## src/rtl/hazard_stall_ctrl.sv

```systemverilog
// Hazard/stall controller: load-use and ID-branch operand hazards, MDU occupancy
// hold FSM for the EX stage, and a saturating stall-cycle performance counter.
module hazard_stall_ctrl #(
    parameter int unsigned MDU_LAT = 8,
    parameter int unsigned CNT_W   = 16
) (
    input  logic             clk,
    input  logic             rst,
    input  logic [4:0]       id_rs,
    input  logic [4:0]       id_rt,
    input  logic             id_use_rs,
    input  logic             id_use_rt,
    input  logic             id_branch,
    input  logic [4:0]       ex_writeaddr,
    input  logic             ex_regwrite,
    input  logic             ex_memread,
    input  logic [4:0]       mem_writeaddr,
    input  logic             mem_memread,
    input  logic             ex_mdu_start,
    output logic             stall,
    output logic             pc_hold,
    output logic             ifid_hold,
    output logic             idex_hold,
    output logic             exmem_bubble,
    output logic             mdu_busy,
    output logic [CNT_W-1:0] stall_cycles
);

    typedef enum logic {
        IDLE,
        BUSY
    } state_t;

    // First hold cycle happens in IDLE, so BUSY counts down the remaining MDU_LAT-2.
    localparam logic [7:0] CNT_LOAD = (MDU_LAT > 1) ? 8'(MDU_LAT - 2) : 8'd0;

    state_t           state;
    state_t           state_next;
    logic [7:0]       cnt;
    logic [7:0]       cnt_next;
    logic             mdu_hold;
    logic [CNT_W-1:0] stall_cnt;

    logic ex_rs_hit;
    logic ex_rt_hit;
    logic mem_rs_hit;
    logic mem_rt_hit;
    logic ex_hit;
    logic mem_hit;
    logic load_use;
    logic br_haz;

    assign ex_rs_hit  = id_use_rs && (id_rs == ex_writeaddr)  && (ex_writeaddr  != 5'd0);
    assign ex_rt_hit  = id_use_rt && (id_rt == ex_writeaddr)  && (ex_writeaddr  != 5'd0);
    assign mem_rs_hit = id_use_rs && (id_rs == mem_writeaddr) && (mem_writeaddr != 5'd0);
    assign mem_rt_hit = id_use_rt && (id_rt == mem_writeaddr) && (mem_writeaddr != 5'd0);
    assign ex_hit     = ex_rs_hit || ex_rt_hit;
    assign mem_hit    = mem_rs_hit || mem_rt_hit;

    assign load_use = ex_memread && ex_hit;
    assign br_haz   = id_branch && ((ex_regwrite && ex_hit) || (mem_memread && mem_hit));

    always_ff @(posedge clk) begin
        if (rst) begin
            state <= IDLE;
            cnt   <= '0;
        end else begin
            state <= state_next;
            cnt   <= cnt_next;
        end
    end

    always_comb begin
        state_next = state;
        cnt_next   = cnt;
        mdu_hold   = 1'b0;
        case (state)
            IDLE: begin
                if (ex_mdu_start && (MDU_LAT > 1)) begin
                    mdu_hold   = 1'b1;
                    cnt_next   = CNT_LOAD;
                    state_next = BUSY;
                end
            end
            BUSY: begin
                // Release cycle ignores ex_mdu_start even though the op is still in EX.
                if (cnt != 8'd0) begin
                    mdu_hold = 1'b1;
                    cnt_next = cnt - 8'd1;
                end else begin
                    state_next = IDLE;
                end
            end
            default: state_next = IDLE;
        endcase
    end

    always_comb begin
        stall        = 1'b0;
        pc_hold      = 1'b0;
        ifid_hold    = 1'b0;
        idex_hold    = 1'b0;
        exmem_bubble = 1'b0;
        mdu_busy     = 1'b0;
        stall_cycles = '0;
        if (!rst) begin
            mdu_busy     = (state == BUSY);
            stall_cycles = stall_cnt;
            if (mdu_hold) begin
                pc_hold      = 1'b1;
                ifid_hold    = 1'b1;
                idex_hold    = 1'b1;
                exmem_bubble = 1'b1;
            end else if (load_use || br_haz) begin
                stall     = 1'b1;
                pc_hold   = 1'b1;
                ifid_hold = 1'b1;
            end
        end
    end

    always_ff @(posedge clk) begin
        if (rst) begin
            stall_cnt <= '0;
        end else if (pc_hold && (stall_cnt != '1)) begin
            stall_cnt <= stall_cnt + 1'b1;
        end
    end

endmodule

```

## config.mk

```make
export PLATFORM = sky130hd
export DESIGN_NAME = hazard_stall_ctrl
export DESIGN_NICKNAME = d
export VERILOG_FILES = /design/src/rtl/hazard_stall_ctrl.sv
export SDC_FILE = /design/constraint.sdc
export NUM_CORES = 1
export LEC_CHECK = 0
export CORE_MARGIN = 2
export CORE_UTILIZATION = 50
export DETAILED_ROUTE_END_ITERATION = 7
export HOLD_SLACK_MARGIN = 0.03
export MAX_ROUTING_LAYER = met4
export PLACE_DENSITY = 0.85
export SYNTH_ARGS = -nofsm -noshare
export SYNTH_HDL_FRONTEND = slang
export SYNTH_SLANG_ARGS = --single-unit
```

## constraint.sdc

```tcl
create_clock -name clk -period 5.5 [get_ports clk]
set_clock_uncertainty 0.15 [all_clocks]
set_input_delay 0.825 -clock clk [delete_from_list [all_inputs] [get_ports clk]]
set_output_delay 0.825 -clock clk [all_outputs]
set_load 0.02 [all_outputs]
```

==> run_results.csv <==
group,metric,value,unit
run_status,run_status,"complete, no violations",
synth,syn_avg_cell_area,8.60,um^2
cts,clk_path_buf_depth,2,
critical_path,required,4.53,ns
final_layout,instances_no_fill,284,
final_layout,area_growth_syn_to_layout,33.0,%
global_route,track_usage,21.5,%
power_and_ir_drop,leakage,0.804,nW
power_and_ir_drop,pwr_density_cell,207,nW/um^2
timing,grt_setup_unrepaired,"no",
timing,report.final.slew_viol_count,0,
cts,tritoncts.num_buffers,3,
floorplanning,floorplan.core_area,3100,um^2
floorplanning,die_h,61.6,um
timing,maxSlewHeadroom,57.7,%
synth,synth.area.top_cells,"sky130_fd_sc_hd__dfxtp_1 (30%), sky130_fd_sc_hd__xnor2_1 (13%), sky130_fd_sc_hd__mux2_1 (7.5%), sky130_fd_sc_hd__nor2_1 (5.7%), sky130_fd_sc_hd__nor2b_1 (4.1%)",
critical_path,critPathLaunchType,"primary input",
routing,drtAntennaViolNets,0,
cts,post_cts.resized_instances,0,
global_route,grt_start_max_net_pins,38,
synth,distinct_cell_type_count_after_synthesis,42,
timing,period_needed,4.04,ns
synth,yosys_register_bits,25,
floorplanning,initial_core_util,53.5,%
timing,final-hold-violation-count,0,
synth,synth_top_cell_by_area,"sky130_fd_sc_hd__dfxtp_1",
routing,total_routed_length,3810,um
cts,cts_hold_repair.buffers,0,
synth,yosysSeqAreaShare,30.2,%
place,place.detailed.instances,280,
cts,clockRootBuffer,"sky130_fd_sc_hd__clkbuf_4",
global_route,grt_antenna_before_repair,0,
place,postPlaceCellArea,2180,um^2
timing,share_of_the_clock_period_used_by_the_worst_path_after_layout,73.4,%
critical_path,reg2reg_setup_slack,3.01,ns
job,maxCapViolations,0,
place,half_perimeter_wire_length_of_the_detailed_placement_result,3000,um
final_layout,antenna_cells,0,
final_layout,finalInstanceArea,2210,um^2
critical_path,crit_fanout,4,
synth,syn_area,1660,um^2
place,place.gp.congestion,0.783,
power_and_ir_drop,ir_drop,0.140,mV
synth,net_count_of_the_mapped_netlist,224,
hold_path,timing.hold.worst_endpoint,"stall_cnt[5]",
timing,tightest_slew,0.634,ns
synth,synth.yosys.warnings,0,
critical_path,r2r.worst_path.cells,6,
synth,postSynthCellCount,193,
routing,wire_length_per_cell_after_detailed_routing,13.4,um
place,numPortBuffers,50,
global_route,first_global_vias,1418,
timing,max_clock_freq,248,MHz
floorplanning,rows,20,
floorplanning,design.die.area,3800,um^2
routing,drt_pass1_iterations,4,
cts,postCtsSetupBuffers,0,
timing,setup_viol_count_final,0,
final_layout,layout-drive-gt1-share,5.83,%
cts,cts_tree,"done",
routing,first_iter_violations,50,
cts,cts_htree_levels,1,
critical_path,worst-endpoint-arrival,3.06,ns
final_layout,number_of_nets_in_the_finished_design,272,
global_route,grt_first_pass_wirelength,5900,um
critical_path,critical_path_class,"primary input to output pin",
synth,fraction_of_synthesized_cell_area_taken_by_the_top_area_cell_type,30.2,%
critical_path,timing.rr.start,"stall_cnt[0]",
timing,final_total_negative_setup_slack,0,ns
hold_path,holdPathStages,2,
hold_path,hold_path_class,"flop to flop",
routing,drt_drc_violations_left,0,
floorplanning,floorplan.io_pins,51,
cts,clock_sinks,25,
routing,route.vias.total,1532,
cts,reg_clk_slew_reported_paths,0.13,ns
critical_path,r2r-end,"stall_cnt[11]",
cts,worstSkewPairLatency,0.32,ns
routing,post_drt_via_cell_ratio,5.39,
hold_path,timing.hold.worst.start,"stall_cnt[5]",
global_route,grt.overflow.total,0,
final_layout,final_util,71.1,%
critical_path,critPathCaptureType,"output pin",
floorplanning,die_w,61.6,um
[placed cells by master (no fill, tap or decap), types with 2 or more instances in the layout]
master / Yosys / final
sky130_fd_sc_hd__inv_1: 9 / 9
sky130_fd_sc_hd__clkdlybuf4s50_1: 0 / 50
sky130_fd_sc_hd__and2_1: 5 / 5
sky130_fd_sc_hd__nor3_1: 3 / 3
sky130_fd_sc_hd__o22ai_1: 2 / 2
sky130_fd_sc_hd__a21oi_1: 6 / 6
sky130_fd_sc_hd__nor2_1: 25 / 25
sky130_fd_sc_hd__dfxtp_1: 25 / 25
sky130_fd_sc_hd__nand4_1: 10 / 10
sky130_fd_sc_hd__nand3_1: 10 / 10
sky130_fd_sc_hd__clkbuf_4: 0 / 3
sky130_fd_sc_hd__nand2_1: 9 / 9
sky130_fd_sc_hd__and3_4: 2 / 2
sky130_fd_sc_hd__xnor2_1: 24 / 24
sky130_fd_sc_hd__and3_1: 3 / 3
sky130_fd_sc_hd__mux2_1: 11 / 11
sky130_fd_sc_hd__a41o_1: 2 / 2
sky130_fd_sc_hd__nor2b_1: 11 / 11
sky130_fd_sc_hd__ha_1: 2 / 2
sky130_fd_sc_hd__nand2b_1: 2 / 2
sky130_fd_sc_hd__xor2_1: 3 / 3
sky130_fd_sc_hd__mux2i_1: 2 / 2
[metrics by stage]
| step | setup slack (ns) | hold WS (ns) | power [W] |
|---|---|---|---|
| after floorplan | 2.19 | 0.324 | 0.000326 |
| after global placement | 1.53 | 0.340 | 0.000373 |
| after detailed placement | 1.47 | 0.352 | 0.000378 |
| after CTS | 1.46 | 0.384 | 0.000461 |
| after global routing | 1.33 | 0.417 | 0.000482 |
| final | 1.46 | 0.379 | 0.000456 |
[Yosys cell counts (all sizes together)]
| cell type | n |
|---|---|
| a2111oi | 1 |
| a211oi | 1 |
| a21o | 1 |
| a21oi | 7 |
| a22oi | 1 |
| a311oi | 1 |
| a31o | 1 |
| a41o | 2 |
| a41oi | 1 |
| and2 | 5 |
| and3 | 5 |
| and4 | 2 |
| buf | 4 |
| clkbuf | 4 |
| dfxtp | 25 |
| ha | 2 |
| inv | 9 |
| mux2 | 11 |
| mux2i | 2 |
| nand2 | 9 |
| nand2b | 2 |
| nand3 | 10 |
| nand3b | 1 |
| nand4 | 10 |
| nor2 | 25 |
| nor2b | 11 |
| nor3 | 4 |
| nor3b | 1 |
| nor4 | 1 |
| nor4b | 1 |
| o22ai | 2 |
| o311a | 1 |
| or3 | 2 |
| or4 | 1 |
| xnor2 | 24 |
| xor2 | 3 |
[how the worst max path moves through the flow]
stage	endpoint	cells after the start	start	slack [ns]
after floorplan	idex_hold	6	rst	2.19
after global placement	ifid_hold	7	ex_writeaddr[0]	1.53
after detailed placement	ifid_hold	7	mem_writeaddr[4]	1.47
after CTS	ifid_hold	7	mem_writeaddr[4]	1.46
after global routing	pc_hold	7	ex_writeaddr[2]	1.33
final	ifid_hold	7	ex_writeaddr[0]	1.46
[state kept, by name, indices dropped and copies added (netlist names)]
register and flops:
stall_cnt 16, cnt 8, state 1
[routing by layer]
metal | global-route usage [%] | wire (um) | vias to the layer above
li1 | - | - | 769
met1 | 22.3 | 1580 | 701
met2 | 38.2 | 1830 | 52
met3 | 4.83 | 321 | 10
met4 | 9.73 | 74 | 0
met5 | - | 0 | -
[worst max-delay path, stage by stage]
cell and delay, ns:
sky130_fd_sc_hd__clkdlybuf4s50_1 0.55, sky130_fd_sc_hd__xnor2_1 0.14, sky130_fd_sc_hd__nand4_1 0.11, sky130_fd_sc_hd__o22ai_1 0.26
sky130_fd_sc_hd__a22oi_4 0.15, sky130_fd_sc_hd__a21oi_1 0.35, sky130_fd_sc_hd__clkdlybuf4s50_1 0.67
[cells by family after synthesis]
logic type	count (synthesis)	share of synthesized area (%)
and+or+nand+nor	90	30.0
buffers and inverters	17	4.52
xor gates and xnor gates	27	14.3
adders and majority gates	2	1.51
AOI/OAI and AO/OA	19	10.9
muxes	13	8.67
DFF	25	30.2
[report_power, final]
group          switching, W  internal, W
combinational     0.0000778    0.0000843
clock             0.0000536    0.0000284
sequential        0.0000160     0.000196
total              0.000147     0.000309
[cell type report]
type / instances / area, um^2
clock buffers: 4 / 26.3
fillers: 271 / 896
inverters: 9 / 33.8
multi-input cells: 151 / 1080
flip-flops and latches: 25 / 500
well taps: 44 / 55.1
repair buffers: 51 / 508
Note: power is estimated with default switching activity, not from simulation.
